[src/rtl/hazard_scoreboard_if.sv]
// Hazard scoreboard bundle: D-stage decode info in, stall/forward/mult-div status out.
interface hazard_scoreboard_if;
  logic       flush;
  logic [4:0] d_rs;
  logic [4:0] d_rt;
  logic [2:0] d_tuse_rs;
  logic [2:0] d_tuse_rt;
  logic       d_regwrite;
  logic [4:0] d_a3;
  logic [2:0] d_tnew;
  logic       d_md_start;
  logic       d_md_div;
  logic       d_md_use;
  logic       stall;
  logic [1:0] fwd_rs;
  logic [1:0] fwd_rt;
  logic       md_busy;

  modport slave (
    input  flush, d_rs, d_rt, d_tuse_rs, d_tuse_rt, d_regwrite, d_a3, d_tnew,
           d_md_start, d_md_div, d_md_use,
    output stall, fwd_rs, fwd_rt, md_busy
  );

  modport master (
    output flush, d_rs, d_rt, d_tuse_rs, d_tuse_rt, d_regwrite, d_a3, d_tnew,
           d_md_start, d_md_div, d_md_use,
    input  stall, fwd_rs, fwd_rt, md_busy
  );
endinterface

[src/rtl/hazard_scoreboard.sv]
// Tuse/Tnew hazard controller for a 5-stage MIPS pipeline. Tracks writers in E/M/W,
// produces the D-stage stall and rs/rt forwarding selects.
// Optional mult/div occupancy scheduling is enabled by defining MD_BUSY_EN.
module hazard_scoreboard #(
  parameter int unsigned MULT_CYCLES = 5,
  parameter int unsigned DIV_CYCLES  = 10
) (
  input logic           clk,
  input logic           reset_n,
  hazard_scoreboard_if.slave hz
);

  typedef struct packed {
    logic       valid;
    logic [4:0] a3;
    logic [2:0] tnew;
  } entry_t;

  typedef struct packed {
    logic       hit;
    logic [2:0] tnew;
    logic [1:0] code;
  } lookup_t;

  entry_t e_q, e_d, m_q, m_d, w_q, w_d;
  logic   stall_rs, stall_rt, stall_md, stall_raw;
  lookup_t lk_rs, lk_rt;

  function automatic logic [2:0] sat_dec(input logic [2:0] t);
    return (t == 3'd0) ? 3'd0 : t - 3'd1;
  endfunction

  function automatic logic match(input entry_t e, input logic [4:0] r);
    return e.valid && (e.a3 == r) && (r != 5'd0);
  endfunction

  // Youngest matching stage wins; older stale writers are shadowed.
  function automatic lookup_t lookup(input entry_t e, input entry_t m, input entry_t w,
                                     input logic [4:0] r);
    lookup_t res;
    res = '0;
    if (match(e, r)) begin
      res = '{hit: 1'b1, tnew: e.tnew, code: 2'd1};
    end else if (match(m, r)) begin
      res = '{hit: 1'b1, tnew: m.tnew, code: 2'd2};
    end else if (match(w, r)) begin
      res = '{hit: 1'b1, tnew: w.tnew, code: 2'd3};
    end
    return res;
  endfunction

`ifdef MD_BUSY_EN
  logic [3:0] md_cnt_q, md_cnt_d;

  // Mult/div occupancy: load on issue into E, count down to idle.
  always_comb begin
    md_cnt_d = md_cnt_q;
    if (hz.flush) begin
      md_cnt_d = 4'd0;
    end else if (!stall_raw && hz.d_md_start) begin
      md_cnt_d = hz.d_md_div ? 4'(DIV_CYCLES) : 4'(MULT_CYCLES);
    end else if (md_cnt_q != 4'd0) begin
      md_cnt_d = md_cnt_q - 4'd1;
    end
  end

  // Mult/div counter register.
  always_ff @(posedge clk or negedge reset_n) begin
    if (!reset_n) begin
      md_cnt_q <= 4'd0;
    end else begin
      md_cnt_q <= md_cnt_d;
    end
  end

  assign hz.md_busy = (md_cnt_q != 4'd0);
  assign stall_md   = hz.d_md_use && hz.md_busy;
`else
  // Mult/div treated as single-cycle: nothing to schedule.
  logic md_unused;
  assign md_unused  = ^{hz.d_md_start, hz.d_md_div, hz.d_md_use,
                        4'(MULT_CYCLES), 4'(DIV_CYCLES)};
  assign hz.md_busy = 1'b0;
  assign stall_md   = 1'b0;
`endif

  // Hazard detection and forwarding selects; flush masks both.
  always_comb begin
    lk_rs     = lookup(e_q, m_q, w_q, hz.d_rs);
    lk_rt     = lookup(e_q, m_q, w_q, hz.d_rt);
    stall_rs  = lk_rs.hit && (lk_rs.tnew > hz.d_tuse_rs);
    stall_rt  = lk_rt.hit && (lk_rt.tnew > hz.d_tuse_rt);
    stall_raw = !hz.flush && (stall_rs || stall_rt || stall_md);
    hz.stall  = stall_raw;
    hz.fwd_rs = 2'd0;
    hz.fwd_rt = 2'd0;
    if (!hz.flush) begin
      if (lk_rs.hit && lk_rs.tnew == 3'd0) hz.fwd_rs = lk_rs.code;
      if (lk_rt.hit && lk_rt.tnew == 3'd0) hz.fwd_rt = lk_rt.code;
    end
  end

  // Shadow pipeline advance: age writers, admit D or a bubble into E.
  always_comb begin
    w_d = '{valid: m_q.valid, a3: m_q.a3, tnew: sat_dec(m_q.tnew)};
    m_d = '{valid: e_q.valid, a3: e_q.a3, tnew: sat_dec(e_q.tnew)};
    e_d = '0;
    if (!stall_raw) begin
      e_d = '{valid: hz.d_regwrite && (hz.d_a3 != 5'd0), a3: hz.d_a3, tnew: hz.d_tnew};
    end
    if (hz.flush) begin
      e_d = '0;
      m_d = '0;
      w_d = '0;
    end
  end

  // Stage entry registers.
  always_ff @(posedge clk or negedge reset_n) begin
    if (!reset_n) begin
      e_q <= '0;
      m_q <= '0;
      w_q <= '0;
    end else begin
      e_q <= e_d;
      m_q <= m_d;
      w_q <= w_d;
    end
  end

endmodule

[src/flat_wrapper.sv]
// flat-port wrapper written by rule: the top's interface ports become plain ports
module hazard_scoreboard_flat 
#(
  parameter int unsigned MULT_CYCLES = 5,
  parameter int unsigned DIV_CYCLES  = 10
)
  (clk, reset_n, hz_flush, hz_d_rs, hz_d_rt, hz_d_tuse_rs, hz_d_tuse_rt, hz_d_regwrite, hz_d_a3, hz_d_tnew, hz_d_md_start, hz_d_md_div, hz_d_md_use, hz_stall, hz_fwd_rs, hz_fwd_rt, hz_md_busy);
  hazard_scoreboard_if hz_i ();
  input logic clk;
  input logic reset_n;
  input wire logic [$bits(hz_i.flush)-1:0] hz_flush;
  input wire logic [$bits(hz_i.d_rs)-1:0] hz_d_rs;
  input wire logic [$bits(hz_i.d_rt)-1:0] hz_d_rt;
  input wire logic [$bits(hz_i.d_tuse_rs)-1:0] hz_d_tuse_rs;
  input wire logic [$bits(hz_i.d_tuse_rt)-1:0] hz_d_tuse_rt;
  input wire logic [$bits(hz_i.d_regwrite)-1:0] hz_d_regwrite;
  input wire logic [$bits(hz_i.d_a3)-1:0] hz_d_a3;
  input wire logic [$bits(hz_i.d_tnew)-1:0] hz_d_tnew;
  input wire logic [$bits(hz_i.d_md_start)-1:0] hz_d_md_start;
  input wire logic [$bits(hz_i.d_md_div)-1:0] hz_d_md_div;
  input wire logic [$bits(hz_i.d_md_use)-1:0] hz_d_md_use;
  output wire logic [$bits(hz_i.stall)-1:0] hz_stall;
  output wire logic [$bits(hz_i.fwd_rs)-1:0] hz_fwd_rs;
  output wire logic [$bits(hz_i.fwd_rt)-1:0] hz_fwd_rt;
  output wire logic [$bits(hz_i.md_busy)-1:0] hz_md_busy;
  assign hz_i.flush = hz_flush;
  assign hz_i.d_rs = hz_d_rs;
  assign hz_i.d_rt = hz_d_rt;
  assign hz_i.d_tuse_rs = hz_d_tuse_rs;
  assign hz_i.d_tuse_rt = hz_d_tuse_rt;
  assign hz_i.d_regwrite = hz_d_regwrite;
  assign hz_i.d_a3 = hz_d_a3;
  assign hz_i.d_tnew = hz_d_tnew;
  assign hz_i.d_md_start = hz_d_md_start;
  assign hz_i.d_md_div = hz_d_md_div;
  assign hz_i.d_md_use = hz_d_md_use;
  assign hz_stall = hz_i.stall;
  assign hz_fwd_rs = hz_i.fwd_rs;
  assign hz_fwd_rt = hz_i.fwd_rt;
  assign hz_md_busy = hz_i.md_busy;
  hazard_scoreboard #(.MULT_CYCLES(MULT_CYCLES), .DIV_CYCLES(DIV_CYCLES)) u_core (.clk(clk), .reset_n(reset_n), .hz(hz_i));
endmodule
[config.mk]
export PLATFORM = sky130hd
export DESIGN_NAME = hazard_scoreboard_flat
export DESIGN_NICKNAME = d
export VERILOG_FILES = /design/src/rtl/hazard_scoreboard_if.sv /design/src/rtl/hazard_scoreboard.sv /design/src/flat_wrapper.sv
export SDC_FILE = /design/constraint.sdc
export NUM_CORES = 1
export LEC_CHECK = 0
export ABC_AREA = 1
export ABC_CLOCK_PERIOD_IN_PS = 2850
export CORE_ASPECT_RATIO = 0.7
export CORE_UTILIZATION = 53
export DETAILED_ROUTE_END_ITERATION = 10
export PLACE_DENSITY = 0.8
export SYNTH_ARGS = -nofsm -noshare
export SYNTH_HDL_FRONTEND = slang
export SYNTH_SLANG_ARGS = --single-unit
[constraint.sdc]
create_clock -name clk -period 2.85 [get_ports clk]
set_input_delay 0.57 -clock clk [delete_from_list [all_inputs] [get_ports clk]]
set_output_delay 0.57 -clock clk [all_outputs]
set_load 0.05 [all_outputs]
==> out/metrics.cfg, run 1 <==
[outcome]
status=finished with violations
failed_checks=negative setup slack

[sta]
fin_setup_tns_ns=-0.499
max_freq_ghz=0.306
slew_violations=0
fin_crit_sh=1.15
setup_slack_ns=-0.418
rsz0062_at_grt=true
fin_skew_ns=0.00919
setup_viol=3
finalCriticalPeriod_ns=3.27
hold_violations=0
holdWs_ns=0.500

[placed_design]
gp_congestion=0.899
io_buffers=32
pre_cts_ws_ns=-0.736
hpwl_um=4150

[clocking]
clkLatencyLatePin_ns=0.29
clock_sinks=27
numCtsBuffers=3
cts_root_buffer=clkbuf_8
cts.clk_slew.worst_paths_ns=0.10
cts_tree=built
cts_buffer_depth=2
htreeDepth=1

[power_and_ir_drop]
leakage_nw=1.56
ir_drop_mv=0.256
power_density_nw_per_um2=286

[floorplanning]
die_h_um=54.3
io_pins=37
row_count=18
coreArea_um2=3630
die_x_um=76.7
dieArea_um2=4160
start_util=0.571

[critical_path]
critical_path_class=reg -> out
reg2reg_to=u_core.e_q[3]
cp-start-kind=flop
reg2reg_slack_ns=0.05
reg2reg_depth=20
r2r_start=u_core.m_q[4]
endpoint_kind=primary output
critPathMaxFanout=3
crit_arrival_ns=2.70
required_ns=2.28

[final_layout]
area_delta_synth_final_pct=49.4
nNetsFinal=445
n_fill_cell=210
final_cell_mix=nand2_1, buf_4, inv_1, nor2_1, dfrtp_1
final_util=0.853
antennaDiodeCount=0
layout_commonest_cell=nand2_1
drive_gt1_frac=0.387

[worst_hold_path]
hp-class=reg -> reg
hold_path_depth=1
hp-start=u_core.e_q[0]
min_to=u_core.m_q[0]

[drt]
routed_wl_um=7120
drtPass1Iterations=7
via_count=2507
ant_nets=0
wl_per_cell_um=15.7
vias_per_cell=5.53
first_iter_violations=334
drc=0

[logic_synthesis]
synth_cells=321
async_reset_ff_frac=1.00
yosysUniqueCellTypes=25
syn_nets=362
postSynthAreaPerCell_um2=6.45
synth_seq_cells=27
synth-edff-count=0
synth_ff_type=dfrtp_1
synth_warnings=0
netlist_area_um2=2070
synth_seq_area_share=0.326

[global_routing]
grt_pass1_wl_um=9660
grt_pass1_vias=2173
grtUsageTotal=0.313
antenna_found_initial=0
grt_overflow_total=0
grt_start_max_net_pins=28

[flow_run]
cap_violations=0

-- logic make-up after synthesis --
| group | after synthesis | synth area share |
|---|---|---|
| xor gates and xnor gates | 2 | 0.00846 |
| other | 1 | 0.00181 |
| AOI/OAI and AO/OA | 19 | 0.0574 |
| buffers and inverters | 60 | 0.111 |
| adders and majority gates | 10 | 0.0604 |
| and+or+nand+nor | 202 | 0.435 |
| DFF | 27 | 0.326 |
-- timing repair --
| item | in CTS | in global routing |
|---|---|---|
| gates resized for setup | 76 | 43 |
| endpoints found under the setup margin | 9 | 5 |
| pin swaps | 27 | 39 |
| buffers inserted | 16 | 12 |
| hold buffers | 0 | 0 |
-- worst max-delay path by stage --
stage,from,endpoint,slack [ns],depth (start not counted)
finish,u_core.m_q[4],hz_stall,-0.42,17
floorplan,hz_d_rs[2],hz_fwd_rs[0],-0.12,11
global route,u_core.m_q[6],hz_stall,-0.46,15
CTS,u_core.m_q[6],hz_stall,-0.25,15
detailed placement,hz_d_rs[3],hz_stall,-0.74,16
global placement,hz_d_rs[1],hz_stall,-0.66,17
-- synth_stat cells, types with 2 or more instances --
master / count / area, um2
nand2_1: 115 / 432
inv_1: 49 / 184
nor2_1: 39 / 146
dfrtp_1: 27 / 676
nand3_1: 15 / 75.1
a21oi_1: 10 / 50.1
ha_1: 10 / 125
nor3_1: 8 / 40.0
inv_2: 5 / 18.8
nand2_2: 5 / 31.3
nor2_2: 5 / 31.3
nor2_4: 5 / 56.3
nand4_1: 4 / 25.0
o21ai_2: 4 / 35.0
clkinv_1: 3 / 11.3
nand2_4: 3 / 33.8
clkbuf_1: 2 / 7.51
nand3_2: 2 / 20.0
o211ai_1: 2 / 15.0
o21ai_0: 2 / 10.0
xnor2_1: 2 / 17.5
-- stage by stage --
step                      std cells  power, W  instance area [um2]
final                           453  0.000884                 3090
after global routing            453  0.000922                 3090
after CTS                       442  0.000861                 2880
after detailed placement        422  0.000606                 2630
after global placement          422  0.000600                 2630
after floorplan                 321  0.000514                 2080
-- area by class of cell --
class	count	area (um2)	area share
Multi-Input combinational cell	234	1410	0.455
Timing Repair Buffer	81	679	0.220
Sequential cell	27	676	0.218
Inverter	57	219	0.0708
Tap cell	50	62.6	0.0202
Clock buffer	3	41.3	0.0133
Clock inverter	1	8.76	0.00283
-- state kept, by name, summed over array words and instances, names as in the netlist --
register	cells
u_core.m_q	9
u_core.w_q	9
u_core.e_q	9
-- report_power, final --
group	leakage, nW	internal (W)	switching [W]	total, W
clock network	0.0261	0.000103	0.000137	0.000240
logic	1.18	0.0000955	0.000134	0.000230
registers	0.361	0.000398	0.0000155	0.000414
-- layer usage --
layer  up-vias  GRT usage  wire, um
met5         -          0         0
met4         0      0.109       405
met3        55     0.0650       775
met2       165      0.524      3150
met1      1150      0.412      2790
li1       1137          -         -
-- worst max-delay path, cell delays in order (launching register included) --
cell     delay (ns)
dfrtp_1        0.42
inv_2          0.08
nand2_2        0.06
nand2_2        0.06
inv_1          0.05
nand2_2        0.10
nor2_4         0.05
buf_4          0.13
nand3_1        0.09
nand2_1        0.10
o21ai_2        0.25
inv_2          0.08
ha_4           0.29
nand2_2        0.07
o21ai_2        0.15
nand3_2        0.13
a21oi_4        0.16
buf_12         0.15
Note: power is estimated with default switching activity, not from simulation.
==> inputs of run 2 (changes only) <==
Settings changed: CORE_MARGIN from default to 8, SKIP_CTS_REPAIR_TIMING from default to 1.
==> out/metrics.cfg, run 2 (synthesis results as in run 1) <==
[final_layout]
layout_commonest_cell=nand2_1
antennaDiodeCount=0  ; unchanged
top_regs=u_core.e_q x9, u_core.m_q x9, u_core.w_q x9
drive_gt1_frac=0.303  ; -0.0840
n_fill_cell=314  ; +50%
stdcell_area_um2=2860  ; -7.5%
area_delta_synth_final_pct=38.1
nNetsFinal=428  ; -3.8%
final_cell_mix=nand2_1, inv_1, nor2_1, buf_4, dfrtp_1
layoutNonFillerInstCount=438  ; -3.3%

[worst_hold_path]
hp-start=u_core.e_q[0]
min_to=u_core.m_q[0]
hold_path_depth=1  ; unchanged
hp-class=reg -> reg

[sta]
rsz0062_at_grt=true
fin_crit_sh=1.08  ; -0.0623
fin_skew_ns=0.00261  ; -0.00658 ns
finalCriticalPeriod_ns=3.09  ; -0.178 ns
setup_viol=1  ; -2
max_freq_ghz=0.324  ; +5.7%
hold_violations=0  ; unchanged
holdWs_ns=0.499  ; -0.000656 ns
setup_slack_ns=-0.241  ; +0.178 ns
slew_violations=0  ; unchanged

[critical_path]
critPathLaunch=hz_d_rt[1]
reg2reg_slack_ns=0.38  ; +0.33 ns
cp_top_family=compound AO/OA/AOI/OAI gates
critPathBufInv=4  ; -1
path_cells=clkbuf_2 -> buf_4 -> o211ai_1 -> nor2_1 -> nand2_2 -> nand2_1 -> o21ai_2 -> inv_1 -> ha_1 -> nand2_2 -> o21ai_2 -> nand3_2 -> a21oi_4 -> buf_12
endpoint_kind=primary output
reg2reg_to=u_core.e_q[4]
r2r_start=u_core.m_q[6]
required_ns=2.28  ; about the same
slowest_stage=ha_1
slowest_delay_ns=0.31  ; -0.11 ns
crit_arrival_ns=2.52  ; -0.18 ns
critical_path_class=in -> out
cp-start-kind=primary input
critPathMaxFanout=5  ; +2
reg2reg_depth=16  ; -20%

[drt]
vias_per_cell=4.97  ; -10%
first_iter_violations=181  ; -46%
drc=0  ; unchanged
wl_met3_um=491  ; -37%
drtPass1Iterations=5  ; -2
drt-met1-wl_um=2460  ; -12%
highest_layer=met4
dr_wl_met2_um=2530  ; -20%
wl_per_cell_um=12.6  ; -20%
via_count=2177  ; -13%
ant_nets=0  ; unchanged
routed_wl_um=5530  ; -22%

[clocking]
cts.clk_slew.worst_paths_ns=0.10  ; about the same
cts_tree=built
htreeDepth=1  ; unchanged
numCtsBuffers=3  ; unchanged
cts_root_buffer=clkbuf_8
clock_sinks=27  ; unchanged
cts_buffer_depth=2  ; unchanged
clkLatencyLatePin_ns=0.28  ; about the same

[placed_design]
numPlacedInstances=428  ; +1.4%
gp_congestion=0.921  ; +2.5%
io_buffers=32  ; unchanged
hpwl_um=4180  ; +0.66%
postPlaceCellArea_um2=2670  ; +1.7%

[floorplanning]
die_h_um=68.3  ; +26%
dieArea_um2=6200  ; +49%
coreArea_um2=3830  ; +5.6%
die_x_um=90.7  ; +18%
start_util=0.541  ; -0.0301
io_pins=37  ; unchanged
row_count=19  ; +1

[power_and_ir_drop]
power_density_nw_per_um2=299  ; +4.6%
ir_drop_mv=0.272  ; +6.5%
leakage_nw=1.49  ; -5.0%

[global_routing]
grt_overflow_total=0  ; unchanged
grt_pass1_vias=1914  ; -12%
grtUsageTotal=0.173  ; -0.139
grt_start_max_net_pins=28  ; unchanged
antenna_found_initial=0  ; unchanged
grt_pass1_wl_um=8600  ; -11%

[flow_run]
cap_violations=0  ; unchanged

[outcome]
status=finished with violations
failed_checks=negative setup slack

## run 2: cell types whose count changed in the layout (fill, tap and decap cells not counted), sizes merged
cell / before / now
clkinv: 1 / 2
dlymetal6s2s: 0 / 1
buf: 63 / 39
clkbuf: 4 / 10
inv: 57 / 56
## run 2: area by class of cell
cell class,instances,area [um2],area share
Inverter,57,214,0.0748
Multi-Input combinational cell,234,1310,0.457
Tap cell,52,65.1,0.0227
Clock inverter,1,8.76,0.00306
Timing Repair Buffer,64,548,0.192
Sequential cell,27,676,0.236
Clock buffer,3,41.3,0.0144
## run 2: where the power goes
| group | internal [W] | total, W | switching [W] |
|---|---|---|---|
| clock | 0.000103 | 0.000237 | 0.000134 |
| sequential | 0.000398 | 0.000413 | 0.0000144 |
| combinational | 0.0000876 | 0.000204 | 0.000117 |
| total | 0.000589 | 0.000855 | 0.000266 |
## run 2: worst max-delay path by stage
stage	end	slack, ns	cells past startpoint
after floorplan	hz_fwd_rs[0]	-0.12	11
after global placement	hz_stall	-0.68	17
after detailed placement	hz_stall	-0.77	17
after CTS	hz_stall	-0.78	17
after global routing	hz_stall	-0.36	17
final	hz_stall	-0.24	14
## run 2: per-stage QoR
step	util	setup WS (ns)	setup TNS (ns)	power (W)
after floorplan	-	-0.120	-0.510	0.000514
after global placement	0.698	-0.676	-3.70	0.000603
after detailed placement	0.698	-0.767	-4.76	0.000608
after CTS	0.711	-0.781	-2.17	0.000843
after global routing	0.747	-0.362	-0.464	0.000898
final	0.747	-0.241	-0.241	0.000855
## run 2: per-layer routing
metal	global-route usage	up-vias
met5	0	-
met4	0.0454	0
met3	0.0504	4
met2	0.287	78
met1	0.220	984
li1	-	1111
==> inputs of run 3 (changes only) <==
Settings changed: CAP_MARGIN from default to 20.
==> results of run 3 <==
Final layout, timing and power as in run 2 (identical DEF).
